--- src/rtl/posit_mult_arbiter_if.sv ---
// posit_mult_arbiter_if
//   Bundles the requester side, the multiplier side and the response side of
//   the shared posit multiplier arbiter.
//   slave  : the arbiter's view (requests and multiplier outputs come in;
//            grants, multiplier issue and responses go out).
//   master : the environment's view (requesters plus the multiplier).
//   Requester i owns bits [i*N +: N] of req_in1/req_in2.
interface posit_mult_arbiter_if #(
   parameter int N    = 32,
   parameter int NREQ = 4
);
   logic [NREQ-1:0]   req_valid;
   logic [NREQ-1:0]   req_ready;
   logic [NREQ*N-1:0] req_in1;
   logic [NREQ*N-1:0] req_in2;
   logic              mul_start;
   logic [N-1:0]      mul_in1;
   logic [N-1:0]      mul_in2;
   logic [N-1:0]      mul_result;
   logic              mul_inf;
   logic              mul_zero;
   logic              mul_done;
   logic [NREQ-1:0]   rsp_valid;
   logic [N-1:0]      rsp_result;
   logic              rsp_inf;
   logic              rsp_zero;
   logic              err_sync;

   modport slave (
      input  req_valid, req_in1, req_in2, mul_result, mul_inf, mul_zero, mul_done,
      output req_ready, mul_start, mul_in1, mul_in2,
             rsp_valid, rsp_result, rsp_inf, rsp_zero, err_sync
   );

   modport master (
      output req_valid, req_in1, req_in2, mul_result, mul_inf, mul_zero, mul_done,
      input  req_ready, mul_start, mul_in1, mul_in2,
             rsp_valid, rsp_result, rsp_inf, rsp_zero, err_sync
   );
endinterface

--- src/rtl/posit_mult_arbiter.sv ---
// posit_mult_arbiter
//   Round-robin sharing of one fixed-latency pipelined posit multiplier among
//   NREQ requesters. One operand pair is granted per cycle, registered into the
//   multiplier, and its requester id rides a LAT-deep tag pipeline so that the
//   result arriving with mul_done is routed back as a one-hot rsp_valid.
//   A tag/done disagreement sets the sticky err_sync.
// Ports
//   clk      rising-edge clock
//   reset_n  asynchronous active-low reset
//   enable   1 = grants allowed, 0 = drain in-flight ops only
//   bus      posit_mult_arbiter_if.slave (requests, multiplier, responses)
module posit_mult_arbiter #(
   parameter int N    = 32,
   parameter int NREQ = 4,
   parameter int LAT  = 4
) (
   input  logic                  clk,
   input  logic                  reset_n,
   input  logic                  enable,
   posit_mult_arbiter_if.slave   bus
);
   localparam int IDW = $clog2(NREQ);
   localparam int GW  = $clog2(LAT + 2);

   logic [IDW-1:0]            ptr;
   logic [GW-1:0]             guard;
   logic                      guard_busy;
   logic [NREQ-1:0]           elig;
   logic                      gnt_any;
   logic [IDW-1:0]            win;
   logic [IDW:0]              sum;
   logic [IDW-1:0]            idx;
   logic [IDW-1:0]            iss_id;
   logic [LAT-1:0]            vld_pipe;
   logic [LAT-1:0][IDW-1:0]   id_pipe;
   logic                      tail_vld;
   logic [IDW-1:0]            tail_id;
   logic                      hit;

   // Guard window after reset: results of ops issued before the reset may
   // still come out of the multiplier, so grants, dones and errors are masked.
   assign guard_busy = (guard != '0);

   always_ff @(posedge clk or negedge reset_n) begin
      if (!reset_n)        guard <= GW'(LAT + 1);
      else if (guard_busy) guard <= guard - GW'(1);
   end

   // Round-robin pick: scan from ptr upward, wrapping modulo NREQ.
   assign elig = bus.req_valid & {NREQ{enable & ~guard_busy}};

   always_comb begin
      gnt_any = 1'b0;
      win     = '0;
      sum     = '0;
      idx     = '0;
      for (int k = 0; k < NREQ; k++) begin
         sum = {1'b0, ptr} + (IDW+1)'(k);
         if (sum >= (IDW+1)'(NREQ)) sum = sum - (IDW+1)'(NREQ);
         idx = sum[IDW-1:0];
         if (!gnt_any && elig[idx]) begin
            gnt_any = 1'b1;
            win     = idx;
         end
      end
   end

   assign bus.req_ready = gnt_any ? ({{(NREQ-1){1'b0}}, 1'b1} << win) : '0;

   always_ff @(posedge clk or negedge reset_n) begin
      if (!reset_n) ptr <= '0;
      else if (gnt_any) ptr <= (win == IDW'(NREQ - 1)) ? '0 : win + IDW'(1);
   end

   // Issue register: operands hold when nothing is issued.
   always_ff @(posedge clk or negedge reset_n) begin
      if (!reset_n) begin
         bus.mul_start <= 1'b0;
         bus.mul_in1   <= '0;
         bus.mul_in2   <= '0;
         iss_id        <= '0;
      end else begin
         bus.mul_start <= gnt_any;
         if (gnt_any) begin
            bus.mul_in1 <= bus.req_in1[win*N +: N];
            bus.mul_in2 <= bus.req_in2[win*N +: N];
            iss_id      <= win;
         end
      end
   end

   // Tag pipeline: stage 0 captures the issue, the tail lines up with mul_done.
   always_ff @(posedge clk or negedge reset_n) begin
      if (!reset_n) begin
         vld_pipe <= '0;
         id_pipe  <= '0;
      end else begin
         vld_pipe[0] <= bus.mul_start;
         id_pipe[0]  <= iss_id;
         for (int i = 1; i < LAT; i++) begin
            vld_pipe[i] <= vld_pipe[i-1];
            id_pipe[i]  <= id_pipe[i-1];
         end
      end
   end

   assign tail_vld = vld_pipe[LAT-1];
   assign tail_id  = id_pipe[LAT-1];
   assign hit      = tail_vld & bus.mul_done & ~guard_busy;

   // Response register; data holds between responses.
   always_ff @(posedge clk or negedge reset_n) begin
      if (!reset_n) begin
         bus.rsp_valid  <= '0;
         bus.rsp_result <= '0;
         bus.rsp_inf    <= 1'b0;
         bus.rsp_zero   <= 1'b0;
      end else begin
         bus.rsp_valid <= hit ? ({{(NREQ-1){1'b0}}, 1'b1} << tail_id) : '0;
         if (hit) begin
            bus.rsp_result <= bus.mul_result;
            bus.rsp_inf    <= bus.mul_inf;
            bus.rsp_zero   <= bus.mul_zero;
         end
      end
   end

   // Sticky: a done without a tag, or a tag without a done.
   always_ff @(posedge clk or negedge reset_n) begin
      if (!reset_n) bus.err_sync <= 1'b0;
      else if (!guard_busy && (tail_vld ^ bus.mul_done)) bus.err_sync <= 1'b1;
   end
endmodule

--- src/flat_wrapper.sv ---
// flat-port wrapper written by rule: the top's interface ports become plain ports
module posit_mult_arbiter_flat 
#(
   parameter int N    = 32,
   parameter int NREQ = 4,
   parameter int LAT  = 4
)
  (clk, reset_n, enable, bus_req_valid, bus_req_in1, bus_req_in2, bus_mul_result, bus_mul_inf, bus_mul_zero, bus_mul_done, bus_req_ready, bus_mul_start, bus_mul_in1, bus_mul_in2, bus_rsp_valid, bus_rsp_result, bus_rsp_inf, bus_rsp_zero, bus_err_sync);
  posit_mult_arbiter_if #(.N(N), .NREQ(NREQ)) bus_i ();
  input  logic clk;
  input  logic reset_n;
  input  logic enable;
  input wire logic [$bits(bus_i.req_valid)-1:0] bus_req_valid;
  input wire logic [$bits(bus_i.req_in1)-1:0] bus_req_in1;
  input wire logic [$bits(bus_i.req_in2)-1:0] bus_req_in2;
  input wire logic [$bits(bus_i.mul_result)-1:0] bus_mul_result;
  input wire logic [$bits(bus_i.mul_inf)-1:0] bus_mul_inf;
  input wire logic [$bits(bus_i.mul_zero)-1:0] bus_mul_zero;
  input wire logic [$bits(bus_i.mul_done)-1:0] bus_mul_done;
  output wire logic [$bits(bus_i.req_ready)-1:0] bus_req_ready;
  output wire logic [$bits(bus_i.mul_start)-1:0] bus_mul_start;
  output wire logic [$bits(bus_i.mul_in1)-1:0] bus_mul_in1;
  output wire logic [$bits(bus_i.mul_in2)-1:0] bus_mul_in2;
  output wire logic [$bits(bus_i.rsp_valid)-1:0] bus_rsp_valid;
  output wire logic [$bits(bus_i.rsp_result)-1:0] bus_rsp_result;
  output wire logic [$bits(bus_i.rsp_inf)-1:0] bus_rsp_inf;
  output wire logic [$bits(bus_i.rsp_zero)-1:0] bus_rsp_zero;
  output wire logic [$bits(bus_i.err_sync)-1:0] bus_err_sync;
  assign bus_i.req_valid = bus_req_valid;
  assign bus_i.req_in1 = bus_req_in1;
  assign bus_i.req_in2 = bus_req_in2;
  assign bus_i.mul_result = bus_mul_result;
  assign bus_i.mul_inf = bus_mul_inf;
  assign bus_i.mul_zero = bus_mul_zero;
  assign bus_i.mul_done = bus_mul_done;
  assign bus_req_ready = bus_i.req_ready;
  assign bus_mul_start = bus_i.mul_start;
  assign bus_mul_in1 = bus_i.mul_in1;
  assign bus_mul_in2 = bus_i.mul_in2;
  assign bus_rsp_valid = bus_i.rsp_valid;
  assign bus_rsp_result = bus_i.rsp_result;
  assign bus_rsp_inf = bus_i.rsp_inf;
  assign bus_rsp_zero = bus_i.rsp_zero;
  assign bus_err_sync = bus_i.err_sync;
  posit_mult_arbiter #(.N(N), .NREQ(NREQ), .LAT(LAT)) u_core (.clk(clk), .reset_n(reset_n), .enable(enable), .bus(bus_i));
endmodule
--- config.mk ---
export PLATFORM = sky130hd
export DESIGN_NAME = posit_mult_arbiter_flat
export DESIGN_NICKNAME = d
export VERILOG_FILES = /design/src/rtl/posit_mult_arbiter_if.sv /design/src/rtl/posit_mult_arbiter.sv /design/src/flat_wrapper.sv
export SDC_FILE = /design/constraint.sdc
export NUM_CORES = 1
export LEC_CHECK = 0
export ABC_CLOCK_PERIOD_IN_PS = 2650
export CAP_MARGIN = 15
export CORE_AREA = 2 2 160 162
export DETAILED_ROUTE_END_ITERATION = 8
export DIE_AREA = 0 0 162 164
export GPL_ROUTABILITY_DRIVEN = 0
export GPL_TIMING_DRIVEN = 0
export PLACE_DENSITY = 0.65
export SETUP_SLACK_MARGIN = 0.02
export SYNTH_ARGS = -nofsm -noshare
export SYNTH_HDL_FRONTEND = slang
export SYNTH_SLANG_ARGS = --single-unit
--- constraint.sdc ---
create_clock -name clk -period 2.65 [get_ports clk]
set_input_delay 0.53 -clock clk [delete_from_list [all_inputs] [get_ports clk]]
set_output_delay 0.53 -clock clk [all_outputs]
set_load 0.05 [all_outputs]
Yosys cells after proc, flatten, opt, wreduce, memory -nomap -nowiden
Cells that the tools add are included.
{"block": "word_totals", "regBits": 123, "output_inout_bits": 108, "wordCells": 76}
{"block": "classes", "eq_ne": 1, "bitwise": 6, "shifts": 4, "n_mux": 23, "addsub": 9, "magnitude_cmp": 8, "reduce_logical": 9}
{"operator": "128-bit by 8-bit indexed part select with 32-bit output", "n": 2}
{"operator": "2-bit 2-to-1 mux", "n": 9}
{"operator": "2-bit by 3-bit less-than comparator with 1-bit output (second input constant)", "n": 4}
{"operator": "3-bit greater-or-equal comparator (second input constant)", "n": 3}
{"operator": "1-bit binary-select mux with 2-bit select", "n": 4}
{"operator": "1-bit 2-to-1 mux", "n": 8}
{"operator": "4-bit 2-to-1 mux", "n": 2}
{"operator": "1-bit by 2-bit << shifter with 4-bit output (first input constant)", "n": 2}
{"operator": "2-bit by 1-bit subtractor with 2-bit output (second input constant)", "n": 4}
{"operator": "2-bit by 2-bit adder with 3-bit output (second input constant)", "n": 2}
{"operator": "4-bit AND", "n": 1}
{"operator": "1-bit logical AND", "n": 4}
{"operator": "1-bit logical NOT", "n": 4}
{"operator": "2-bit by 1-bit adder with 3-bit output (second input constant)", "n": 1}
{"operator": "1-bit AND", "n": 3}
{"operator": "2-bit by 3-bit greater-or-equal comparator with 1-bit output (second input constant)", "n": 1}
{"operator": "3-bit nonzero test", "n": 1}
{"operator": "3-bit by 1-bit subtractor with 3-bit output (second input constant)", "n": 1}
{"operator": "2-bit by 1-bit adder with 2-bit output (second input constant)", "n": 1}
{"operator": "2-bit equality test (second input constant)", "n": 1}
{"operator": "1-bit inverter", "n": 1}
{"operator": "1-bit XOR", "n": 1}

Depth between registers and ports, before layout
Gate-level depths: netlist of run 1.
{"block": "depth", "ltp_word": 18, "ltp_mapped": 10, "mapped_depth_nobuf": 8}

Least setup slack after synthesis of run 1
No wires, ideal clock.
{"block": "synth_timing", "kind": "reg2out", "from": "register u_core.guard[1]", "to": "output port bus_req_ready[1]", "path_stages_with_launch": 10, "slack_ns": -0.408, "arrival_ns": 2.528, "path_buffers": 2, "path_cell_list": "dfrtp_1 inv_1 ha_1 nand3b_4 or2_4 inv_2 o21ai_2 buf_6 buf_4 nor3_1"}
{"block": "synth_via", "elab_chain_cells": 18, "elab_cells_between_ends": 28, "classes_between": "1 x shift; 17 x mux; 3 x bitwise; 7 x reduce/logical"}
{"element": "start: declaration", "line_no": "posit_mult_arbiter.sv:26", "rtl": "logic [GW-1:0] guard;"}
{"element": "start signal: assignment", "line_no": "posit_mult_arbiter.sv:45", "rtl": "if (!reset_n) guard <= GW'(LAT + 1);"}
{"element": "start signal: assignment", "line_no": "posit_mult_arbiter.sv:46", "rtl": "else if (guard_busy) guard <= guard - GW'(1);"}
{"element": "3-bit nonzero test (*)", "line_no": "posit_mult_arbiter.sv:42", "rtl": "assign guard_busy = (guard != '0);"}
{"element": "1-bit inverter (*)", "line_no": "posit_mult_arbiter.sv:50", "rtl": "assign elig = bus.req_valid & {NREQ{enable & ~guard_busy}};"}
{"element": "1-bit AND (*)", "line_no": "posit_mult_arbiter.sv:50"}
{"element": "4-bit AND (*)", "line_no": "posit_mult_arbiter.sv:50"}
{"element": "1-bit binary-select mux with 2-bit select", "line_no": "posit_mult_arbiter.sv:61", "rtl": "if (!gnt_any && elig[idx]) begin"}
{"element": "1-bit 2-to-1 mux (not written as such)", "line_no": "posit_mult_arbiter.sv:61"}
{"element": "1-bit 2-to-1 mux", "line_no": "posit_mult_arbiter.sv:61"}
{"element": "1-bit logical NOT", "line_no": "posit_mult_arbiter.sv:61"}
{"element": "(+2 left out)"}
{"element": "1-bit logical NOT", "line_no": "posit_mult_arbiter.sv:61"}
{"element": "1-bit logical AND", "line_no": "posit_mult_arbiter.sv:61"}
{"element": "1-bit 2-to-1 mux", "line_no": "posit_mult_arbiter.sv:61"}
{"element": "1-bit logical NOT", "line_no": "posit_mult_arbiter.sv:61"}
{"element": "1-bit logical AND", "line_no": "posit_mult_arbiter.sv:61"}
{"element": "2-bit 2-to-1 mux", "line_no": "posit_mult_arbiter.sv:61"}
{"element": "1-bit by 2-bit << shifter with 4-bit output", "line_no": "posit_mult_arbiter.sv:68", "rtl": "assign bus.req_ready = gnt_any ? ({{(NREQ-1){1'b0}}, 1'b1} << win) : '0;"}
{"element": "4-bit 2-to-1 mux (*)", "line_no": "posit_mult_arbiter.sv:68"}
{"element": "end: declaration", "line_no": "flat_wrapper.sv:20", "rtl": "output wire logic [$bits(bus_i.req_ready)-1:0] bus_req_ready;"}
Mark *: on every way between the ends. The rest lies on a longest branch, timed or not. The select of a mux whose other input is x is not followed.

Worst setup path in the final report of run 1
{"block": "layout_timing", "from": "input port bus_req_valid[3]", "to": "output port bus_req_ready[3]"}
{"block": "layout_via", "elab_chain_cells": 15, "elab_cells_between_ends": 25, "classes_between": "1 x shift; 17 x mux; 1 x bitwise; 6 x reduce/logical"}
{"element": "start: declaration", "line_no": "flat_wrapper.sv:13", "rtl": "input wire logic [$bits(bus_i.req_valid)-1:0] bus_req_valid;"}
{"element": "4-bit AND (*)", "line_no": "posit_mult_arbiter.sv:50"}
{"element": "1-bit binary-select mux with 2-bit select", "line_no": "posit_mult_arbiter.sv:61"}
{"element": "1-bit 2-to-1 mux (not written as such)", "line_no": "posit_mult_arbiter.sv:61"}
{"element": "1-bit 2-to-1 mux", "line_no": "posit_mult_arbiter.sv:61"}
{"element": "1-bit logical NOT", "line_no": "posit_mult_arbiter.sv:61"}
{"element": "1-bit logical AND", "line_no": "posit_mult_arbiter.sv:61"}
{"element": "1-bit 2-to-1 mux", "line_no": "posit_mult_arbiter.sv:61"}
{"element": "1-bit logical NOT", "line_no": "posit_mult_arbiter.sv:61"}
{"element": "1-bit logical AND", "line_no": "posit_mult_arbiter.sv:61"}
{"element": "1-bit 2-to-1 mux", "line_no": "posit_mult_arbiter.sv:61"}
{"element": "1-bit logical NOT", "line_no": "posit_mult_arbiter.sv:61"}
{"element": "1-bit logical AND", "line_no": "posit_mult_arbiter.sv:61"}
{"element": "2-bit 2-to-1 mux", "line_no": "posit_mult_arbiter.sv:61"}
{"element": "1-bit by 2-bit << shifter with 4-bit output", "line_no": "posit_mult_arbiter.sv:68"}
{"element": "4-bit 2-to-1 mux (*)", "line_no": "posit_mult_arbiter.sv:68"}
Marked as above.

==> summary.md, run 1 <==
| Metric | Value |
|---|---|
| Synth Area per Inst | `10.8 um2` |
| Share of cells above drive strength 1 | `0.207` |
| Worst EP arrival | `2.08 ns` |
| Critical Path Max Stage Delay | `0.38 ns` |
| Final period util | `0.984` |
| Reg clk slew, reported paths | `0.06 ns` |
| PortBufs | `405` |
| Post-synth top flop | `dfrtp_1` |
| Grt ovf | `0` |
| Global-route usage over all layers | `0.209` |
| Slew headroom | `0.601` |
| Worst-case clock skew | `0.00926 ns` |
| Largest net degree at the start of global routing | `87` |
| Row count | `58` |
| Max Used Layer | `met4` |
| Syn_nets | `957` |
| Initial antenna violation count | `1` |
| Tmin final | `2.61 ns` |
| Multi-input combinational cell area | `3450 um2` |
| Fillers | `2301` |
| CTS tree | `yes` |
| Unique masters post-synth | `39` |
| R2r worst-path depth | `10` |
| # H-tree levels | `4` |
| Most common cell after layout, fill and taps aside | `clkdlybuf4s50_1` |
| Crit start category | `input pin` |
| Max Slew Vio Count | `0` |
| Met3 wire length | `2020 um` |
| Crit path from | `bus_req_valid[3]` |
| Fin util | `0.501` |
| Met1 WL | `11500 um` |
| Max Buffers Root-to-Sink | `2` |
| Total power | `0.0101 W` |
| Status | `finished clean` |
| WL final | `28200 um` |
| Slowest-stage cell, CP | `dlygate4sd2_1` |
| Async set-reset flop share out of synthesis | `1.00` |
| Die area | `26600 um2` |
| Via Count | `6822` |
| Register bit total from synthesis | `123` |
| Max frequency | `384 MHz` |
| Slack of the critical path | `0.0429 ns` |
| Synth Warn # | `0` |
| Via density | `4.75` |
| Met2 wire length | `14100 um` |
| Total core area | `24800 um2` |
| Initial DRC Count | `324` |
| Element type at the critical path end | `primary output` |
| Final setup fails | `0` |
| Seq/Total Area, Yosys | `0.434` |
| Root Driver | `clkbuf_16` |
| P_leak | `5.13 nW` |
| Critical path buffers and inverters | `3` |
| Delay-heaviest family, CP | `simple AND/OR/NAND/NOR gates` |
| Mapped cell area | `7100 um2` |
| Chip Width | `162 um` |
| Hold Path Class | `in -> async` |
| First-pass GRT wire length | `41900 um` |
| Internal reg-to-reg setup slack | `0.20 ns` |
| CP Cell Sequence | `dlygate4sd2_1 -> nand3b_1 -> o211ai_1 -> or2_4 -> nor2_4 -> buf_6 -> ha_4 -> and2_4 -> buf_8` |
| Post-CTS Hold Buffers | `0` |
| Num CTS Buffers | `17` |
| Drt pass-1 iters | `4` |
| Crit Path Class | `in -> out` |
| Setup TNS | `0 ns` |
| Unrepaired setup endpoints after global routing | `yes` |
| Clock sinks | `123` |
| I/O pins | `406` |
| DRC Markers | `0` |
| Setup Slack @ Placement | `-1.28 ns` |
| VDD IR max | `343 uV` |
| R2R Path End | `u_core.bus.mul_in1[27]` |
| Layout net count | `1395` |
| Mapped Cells | `655` |
| Dpl hpwl | `21700 um` |
| Crit path max fanout | `7` |
| P&R area growth vs syn | `75.2%` |
| FF-to-FF Start | `u_core.ptr[1]` |
| Vias in the first global route | `7242` |
| FF+latch area | `3080 um2` |
| Most frequent cells in the layout | `395 x clkdlybuf4s50_1, 120 x dfrtp_1, 76 x a211oi_2, 67 x nor2_1` |
| Number of synthesized flops with an enable pin | `0` |
| Worst skew pair latency | `0.42 ns` |
| Fin. Hold Viols | `0` |
| Worst-Margin Slew | `0.598 ns` |
| Final ANT Viol Nets | `0` |
| Pwr Density | `816 nW/um2` |
| Drt wl/cell | `19.6 um` |
| Worst endpoint required time | `2.12 ns` |
| Max-Cap Viols | `0` |
| Starting Density | `0.286` |
| Die height | `164 um` |
## kinds of logic (layout without fill, tap and decap cells)
family / Yosys count / after routing / synth area share
AO/OA/AOI/OAI: 204 / 204 / 0.258
buffers and inverters: 129 / 580 / 0.0923
flip-flops: 123 / 123 / 0.434
multiplexers: 100 / 100 / 0.147
AND/OR/NAND/NOR: 94 / 94 / 0.0608
adder cells (fa/ha/maj): 4 / 4 / 0.00705
XOR/XNOR: 1 / 1 / 0.00123
other: 0 / 1 / 0
## flip-flops by register name (all words and copies together) (netlist names)
signal                 flops
u_core.bus.err_sync        1
u_core.bus.mul_in1        32
u_core.bus.mul_in2        32
u_core.bus.mul_start       1
u_core.bus.rsp_inf         1
u_core.bus.rsp_result     32
u_core.bus.rsp_valid       4
u_core.bus.rsp_zero        1
u_core.guard               3
u_core.id_pipe             6
u_core.iss_id              2
u_core.ptr                 2
u_core.tail_id             2
u_core.vld_pipe            4
## layout make-up
class	instances	share of cell area
diodes	1	0.000201
clock buffers	18	0.0345
clock inverters	14	0.0167
inverters	69	0.0210
multi-input cells	403	0.277
repair buffers	422	0.338
plain buffers	57	0.0317
well taps	330	0.0332
flip-flops and latches	123	0.248
## cell usage after synthesis, drive strengths merged, types with 2 or more instances
cell type / instances / area (um2)
nor2: 70 / 265
dfrtp: 121 / 3030
buf: 43 / 333
a21o: 4 / 30.0
nor2b: 2 / 12.5
clkbuf: 17 / 63.8
mux2i: 65 / 651
and2: 2 / 12.5
mux2: 35 / 394
a31oi: 66 / 413
nand3b: 3 / 35.0
or2: 2 / 15.0
ha: 4 / 50.1
inv: 69 / 259
nor3b: 2 / 15.0
nand2b: 2 / 12.5
nor3: 3 / 15.0
nand2: 4 / 17.5
dfstp: 2 / 52.6
a211oi: 128 / 1340
o21ai: 2 / 17.5
## per-layer routing
metal  GRT usage  vias to the layer above
li1            -                     3270
met1       0.253                     3248
met2       0.361                      264
met3      0.0548                       40
met4      0.0688                        0
met5           0                        -
## how the worst max path moves through the flow
stage / slack (ns) / depth (start not counted) / endpoint
floorplan: 0.01 / 9 / bus_req_ready[1]
global placement: -4.23 / 1 / u_core.bus.mul_in1[0]
detailed placement: -1.28 / 9 / bus_req_ready[3]
CTS: 0.02 / 8 / bus_req_ready[3]
global route: -0.005 / 9 / bus_req_ready[3]
finish: 0.04 / 9 / bus_req_ready[3]
## stage by stage
stage	hold WS [ns]	instance area, um2	std cells
after CTS	0.0140	12400	1436
after floorplan	0.234	7120	655
after detailed placement	0.335	11600	1391
after global placement	0.331	11600	1390
final	0.00948	12400	1437
after global routing	0.0243	12400	1437
## where the power goes
part	total, W	switching (W)	internal (W)
clock network	0.00255	0.000949	0.00160
registers	0.00260	0.000260	0.00234
logic	0.00500	0.00302	0.00197
total	0.0101	0.00423	0.00592
## repair_timing
item / 4_1_cts / 5_1_grt
endpoints found under the setup margin: 4 / 4
pin swaps: 4 / 4
buffers inserted: 15 / 1
gates resized for setup: 55 / 8
No activity file was read; power rests on OpenSTA's default activity.
==> run 2, diff against run 1 <==
==> constraint.sdc (replaced) <==
create_clock -name clk -period 2.65 [get_ports clk]
set_input_delay 0.6625 -clock clk [delete_from_list [all_inputs] [get_ports clk]]
set_output_delay 0.6625 -clock clk [all_outputs]
set_load 0.05 [all_outputs]
==> summary.md, run 2 (synthesis results as in run 1) <==
| Metric | Value |
|---|---|
| Status | `complete, but fails checks` |
| Failing checks | `setup timing` |
| Max-Cap Viols | `0 (unchanged)` |
| Max Slew Vio Count | `0 (unchanged)` |
| Top flop regs | `u_core.bus.mul_in1 x32, u_core.bus.mul_in2 x32, u_core.bus.rsp_result x32` |
| PortBufs | `405 (unchanged)` |
| Setup Slack @ Placement | `-1.45 ns (-0.170 ns)` |
| Total core area | `24800 um2 (unchanged)` |
| Row count | `58 (unchanged)` |
| Tmin final | `2.73 ns (+0.118 ns)` |
| Crit start category | `register` |
| Global-route usage over all layers | `0.211 (+0.00222)` |
| I/O pins | `406 (unchanged)` |
| Critical path buffers and inverters | `2 (-1)` |
| Slowest-stage cell, CP | `dfrtp_2` |
| Most common cell after layout, fill and taps aside | `clkdlybuf4s50_1` |
| Worst skew pair latency | `0.41 ns (about the same)` |
| Worst endpoint required time | `1.99 ns (-0.13 ns)` |
| Drt wl/cell | `19.8 um (+0.73%)` |
| VDD IR max | `399 uV (+16%)` |
| First-pass GRT wire length | `42500 um (+1.4%)` |
| # H-tree levels | `4 (unchanged)` |
| Drt pass-1 iters | `4 (unchanged)` |
| Worst-Margin Slew | `0.613 ns (+0.0148 ns)` |
| Critical Path Max Stage Delay | `0.43 ns (+0.05 ns)` |
| Delay-heaviest family, CP | `simple AND/OR/NAND/NOR gates` |
| Crit path max fanout | `4 (-3)` |
| Slack of the critical path | `-0.0754 ns (-0.118 ns)` |
| Crit Path Class | `reg -> out` |
| Clock sinks | `123 (unchanged)` |
| Slew headroom | `0.592 (-0.00990)` |
| Vias in the first global route | `7193 (-0.68%)` |
| Max Buffers Root-to-Sink | `2 (unchanged)` |
| Layout net count | `1412 (+1.2%)` |
| Initial DRC Count | `319 (-1.5%)` |
| Chip Width | `162 um (unchanged)` |
| P_leak | `5.18 nW (+0.96%)` |
| Final period util | `1.03 (+0.0446)` |
| Element type at the critical path end | `primary output` |
| Global route hottest layer | `met2` |
| Diodes inserted | `0 (-1)` |
| Reg clk slew, reported paths | `0.07 ns (about the same)` |
| Final Instance Area | `12500 um2 (+0.69%)` |
| Hold Path Class | `in -> async` |
| Share of cells above drive strength 1 | `0.221 (+0.0138)` |
| CP Cell Sequence | `nor2b_4 -> a22o_1 -> or2_4 -> nor2_4 -> buf_6 -> ha_4 -> and2_4 -> buf_8` |
| Starting Density | `0.286 (unchanged)` |
| Max frequency | `367 MHz (-4.3%)` |
| Fillers | `2331 (+1.3%)` |
| Final ANT Viol Nets | `0 (unchanged)` |
| Worst EP arrival | `2.06 ns (-0.02 ns)` |
| DRC Markers | `0 (unchanged)` |
| Die height | `164 um (unchanged)` |
| Fin. Hold Viols | `0 (unchanged)` |
| Num CTS Buffers | `17 (unchanged)` |
| Root Driver | `clkbuf_16` |
| Unrepaired setup endpoints after global routing | `yes` |
| Initial antenna violation count | `0 (-1)` |
| Final setup fails | `1 (+1)` |
| CTS tree | `yes` |
| Via density | `4.77 (+0.46%)` |
| Largest net degree at the start of global routing | `84 (-3.4%)` |
| Grt ovf | `0 (unchanged)` |
| Met3 usage | `0.0598 (+0.00505)` |
| Die area | `26600 um2 (unchanged)` |
| Worst-case clock skew | `0.0109 ns (+0.00164 ns)` |
| P&R area growth vs syn | `76.4%` |
| Met2 usage | `0.374 (+0.0128)` |
| Dpl hpwl | `21800 um (+0.31%)` |
| Placed Area | `11600 um2 (about the same)` |
| WL final | `28700 um (+1.8%)` |
| Pwr Density | `806 nW/um2 (-1.2%)` |
| Fin util | `0.505 (+0.00348)` |
| Via Count | `6930 (+1.6%)` |
| Grt met1 use | `0.256 (+0.00254)` |
| Most frequent cells in the layout | `395 x clkdlybuf4s50_1, 119 x dfrtp_1, 76 x a211oi_2` |
run 2: timing repair:
item,CTS,global route
pin swaps,11,5
cloned,0,0
hold buffers,0,0
setup endpoints to repair,4,4
resized for setup,73,0
buffers inserted,25,9
run 2: per-layer routing:
layer  vias to the layer above  part of all wire  routed length [um]
met1                      3349              0.41               11800
met5                         -                 0                   0
met2                       258              0.51               14700
met3                        14             0.072                2080
li1                       3309                 -                   -
met4                         0            0.0081                 233
run 2: area by class of cell:
cell class              count  area [um2]  share of cell area
repair buffers            440        4350               0.347
plain buffers              56         374              0.0299
clock buffers              18         429              0.0343
clock inverters            14         160              0.0128
inverters                  69         262              0.0209
multi-input cells         403        3460               0.276
well taps                 330         413              0.0330
flip-flops and latches    123        3080               0.246
run 2: worst reg2reg max path, cell delays in order, from the launching register on:
cell      delay (ns)
dfrtp_2         0.43
buf_6           0.12
nand2b_1        0.12
a21o_1          0.20
and3_1          0.21
buf_6           0.13
buf_4           0.19
buf_4           0.21
buf_6           0.18
a211oi_1        0.49
a211oi_2        0.09
run 2: stage by stage:
stage	hold WS, ns	cells	TNS, ns	power (W)
3_5_place_dp	0.336	1391	-13.14	0.00758
2_1_floorplan	0.331	655	-0.129	0.00565
4_1_cts	0.160	1445	-0.132	0.0102
6_report	0.154	1453	-0.0754	0.0101
5_1_grt	0.166	1453	-0.306	0.0105
3_3_place_gp	0.332	1390	-548.68	0.00754
run 2: worst paths after layout:
path                                   start                endpoint  cells past startpoint  slack, ns
max                            u_core.ptr[1]        bus_req_ready[3]                      8      -0.08
min                                  reset_n  u_core.bus.mul_in1[30]                      1       0.15
max reg2reg                    u_core.ptr[1]  u_core.bus.mul_in1[26]                     10       0.14
min reg2reg                u_core.id_pipe[2]       u_core.id_pipe[4]                      0       0.34
max in group asynchronous            reset_n  u_core.bus.mul_in2[24]                      2       1.72
min in group clk           u_core.id_pipe[2]       u_core.id_pipe[4]                      0       0.34
run 2: where the power goes:
part           internal, W  leakage, nW  switching [W]
Clock              0.00141        0.286       0.000984
Sequential         0.00234         1.42       0.000281
Combinational      0.00202         3.48        0.00306
Total              0.00578         5.18        0.00432
==> run 3, diff against run 2 <==
--- a/config.mk
+++ b/config.mk
@@ -11,9 +11,9 @@
 export DETAILED_ROUTE_END_ITERATION = 8
 export DIE_AREA = 0 0 162 164
 export GPL_ROUTABILITY_DRIVEN = 0
-export GPL_TIMING_DRIVEN = 0
 export PLACE_DENSITY = 0.65
 export SETUP_SLACK_MARGIN = 0.02
+export SKIP_LAST_GASP = 1
 export SYNTH_ARGS = -nofsm -noshare
 export SYNTH_HDL_FRONTEND = slang
 export SYNTH_SLANG_ARGS = --single-unit
==> summary.md, run 3 (synthesis results as in run 1) <==
| Metric | Value |
|---|---|
| Fillers | `2298 (-1.4%)` |
| # H-tree levels | `4 (unchanged)` |
| Initial antenna violation count | `0 (unchanged)` |
| Switch share | `0.426 (-0.00165)` |
| Num CTS Buffers | `17 (unchanged)` |
| VDD IR max | `354 uV (-11%)` |
| Die area | `26600 um2 (unchanged)` |
| I/O pins | `406 (unchanged)` |
| Slack of the critical path | `-0.0169 ns (+0.0585 ns)` |
| Die height | `164 um (unchanged)` |
| Failing checks | `setup timing` |
| Dpl hpwl | `19900 um (-8.5%)` |
| Worst-case clock skew | `0.0151 ns (+0.00415 ns)` |
| PortBufs | `405 (unchanged)` |
| Layout net count | `1386 (-1.8%)` |
| Switching pwr | `0.00423 W (-2.1%)` |
| Slew headroom | `0.521 (-0.0709)` |
| Via density | `4.80 (+0.54%)` |
| CTS tree | `yes` |
| Internal power | `0.00570 W (-1.4%)` |
| R2R Path End | `u_core.bus.mul_in1[18]` |
| Worst EP arrival | `2.00 ns (-0.06 ns)` |
| Chip Width | `162 um (unchanged)` |
| Worst-Margin Slew | `0.719 ns (+0.106 ns)` |
| Largest net degree at the start of global routing | `124 (+48%)` |
| Element type at the critical path end | `primary output` |
| Final ANT Viol Nets | `0 (unchanged)` |
| Final period util | `1.01 (-0.0221)` |
| Drt wl/cell | `18.9 um (-4.4%)` |
| Hold Path Class | `in -> async` |
| Max-Cap Viols | `0 (unchanged)` |
| Hold Slack | `0.307 ns (+0.153 ns)` |
| Most common cell after layout, fill and taps aside | `clkdlybuf4s50_1` |
| Total core area | `24800 um2 (unchanged)` |
| Clock sinks | `123 (unchanged)` |
| Grt ovf | `0 (unchanged)` |
| Drt pass-1 iters | `6 (+2)` |
| First-pass GRT wire length | `39900 um (-6.2%)` |
| Max Slew Vio Count | `0 (unchanged)` |
| Crit start category | `register` |
| Vias in the first global route | `6961 (-3.2%)` |
| P&R area growth vs syn | `76.1%` |
| Fin. Hold Viols | `0 (unchanged)` |
| Setup Slack @ Placement | `-0.333 ns (+1.12 ns)` |
| Most frequent cells in the layout | `395 x clkdlybuf4s50_1, 120 x dfrtp_1, 76 x a211oi_2, 67 x inv_1` |
| Post-CTS Hold Buffers | `0 (unchanged)` |
| Top flop regs | `u_core.bus.mul_in1 x32, u_core.bus.mul_in2 x32, u_core.bus.rsp_result x32` |
| Final setup fails | `1 (unchanged)` |
| Worst skew pair latency | `0.42 ns (about the same)` |
| Crit path max fanout | `3 (-1)` |
| Max frequency | `375 MHz (+2.2%)` |
| Via Count | `6843 (-1.3%)` |
| Internal reg-to-reg setup slack | `0.39 ns (+0.25 ns)` |
| DRC Markers | `0 (unchanged)` |
| Max Buffers Root-to-Sink | `2 (unchanged)` |
| Global-route usage over all layers | `0.198 (-0.0131)` |
| Reg clk slew, reported paths | `0.07 ns (about the same)` |
| Clock share of power | `0.230 (-0.007)` |
| Seq pwr share | `0.264 (+0.004)` |
| Status | `complete, but fails checks` |
| P_leak | `5.17 nW (-0.23%)` |
| Unrepaired setup endpoints after global routing | `yes` |
| Share of cells above drive strength 1 | `0.219 (-0.00206)` |
| Crit Path Class | `reg -> out` |
| R2r worst-path depth | `8 (-2)` |
| Combinational fraction of design power | `0.507 (+0.004)` |
| FF-to-FF Start | `u_core.ptr[0]` |
| Initial DRC Count | `376 (+18%)` |
| Root Driver | `clkbuf_16` |
| WL final | `27000 um (-6.1%)` |
| Worst endpoint required time | `1.99 ns (about the same)` |
| Starting Density | `0.286 (unchanged)` |
| Diodes inserted | `0 (unchanged)` |
| Pwr Density | `794 nW/um2 (-1.5%)` |
| Tmin final | `2.67 ns (-0.0585 ns)` |
| Row count | `58 (unchanged)` |
[run 3: changes by cell type in the layout (fill, tap and decap cells not counted), sizes merged]
cell           previous run  this run
bufinv                    2         1
clkbuf                   35        18
clkinv                    2         6
inv                      77        75
buf                      81        71
clkinvlp                  2         1
clkdlybuf4s15             1         2
[run 3: layout make-up]
class,instances,area [um2],area share
clock inverter,14,136,0.0109
timing repair buffer,470,4700,0.376
tap,330,413,0.0330
clock buffer,18,429,0.0343
sequential,123,3080,0.246
multi-input combinational,403,3480,0.278
inverter,69,262,0.0209
[run 3: worst max-delay path by stage]
stage	startpoint	endpoint	slack (ns)
after global placement	bus_req_valid[3]	bus_req_ready[3]	-0.31
after global routing	u_core.ptr[0]	bus_req_ready[3]	-0.13
after detailed placement	bus_req_valid[3]	bus_req_ready[3]	-0.33
final	u_core.ptr[0]	bus_req_ready[3]	-0.02
after floorplan	enable	bus_req_ready[1]	-0.12
after CTS	u_core.ptr[1]	bus_req_ready[1]	-0.02
[run 3: power by group through the flow]
stage | combinational, W | clock, W | sequential (W)
2_1_floorplan | 0.00157 | 0 | 0.00408
3_3_place_gp | 0.00495 | 0 | 0.00263
3_5_place_dp | 0.00497 | 0 | 0.00264
4_1_cts | 0.00504 | 0.00234 | 0.00262
5_1_grt | 0.00528 | 0.00243 | 0.00267
6_report | 0.00503 | 0.00228 | 0.00262
[run 3: what timing repair did]
action,in CTS,in global routing
resized for setup,24,9
endpoints found under the setup margin,4,4
setup buffers,7,2
pin swaps,7,7
hold endpoints to repair,0,0
[run 3: per-layer routing]
| layer | track usage | share of wire | vias to the layer above |
|---|---|---|---|
| met5 | 0 | 0 | - |
| met4 | 0.0664 | 0.025 | 0 |
| met1 | 0.249 | 0.42 | 3260 |
| met3 | 0.0508 | 0.066 | 36 |
| li1 | - | - | 3261 |
| met2 | 0.331 | 0.49 | 286 |
[run 3: per-stage QoR]
| step | TNS, ns | cells | utilization | total power, W | cell area [um2] |
|---|---|---|---|---|---|
| after global placement | -12.04 | 1386 | 0.475 | 0.00758 | 11800 |
| after global routing | -0.277 | 1427 | 0.504 | 0.0104 | 12500 |
| final | -0.0169 | 1427 | 0.504 | 0.00993 | 12500 |
| after CTS | -0.0457 | 1425 | 0.502 | 0.0100 | 12500 |
| after floorplan | -0.129 | 655 | - | 0.00565 | 7120 |
| after detailed placement | -14.18 | 1386 | 0.475 | 0.00761 | 11800 |
[run 3: critical path: stages (launching register included)]
cell     delay, ns
dfrtp_1       0.40
and2_0        0.16
a22o_1        0.24
or2_4         0.26
nor2_4        0.09
ha_2          0.16
and2_4        0.14
buf_12        0.13
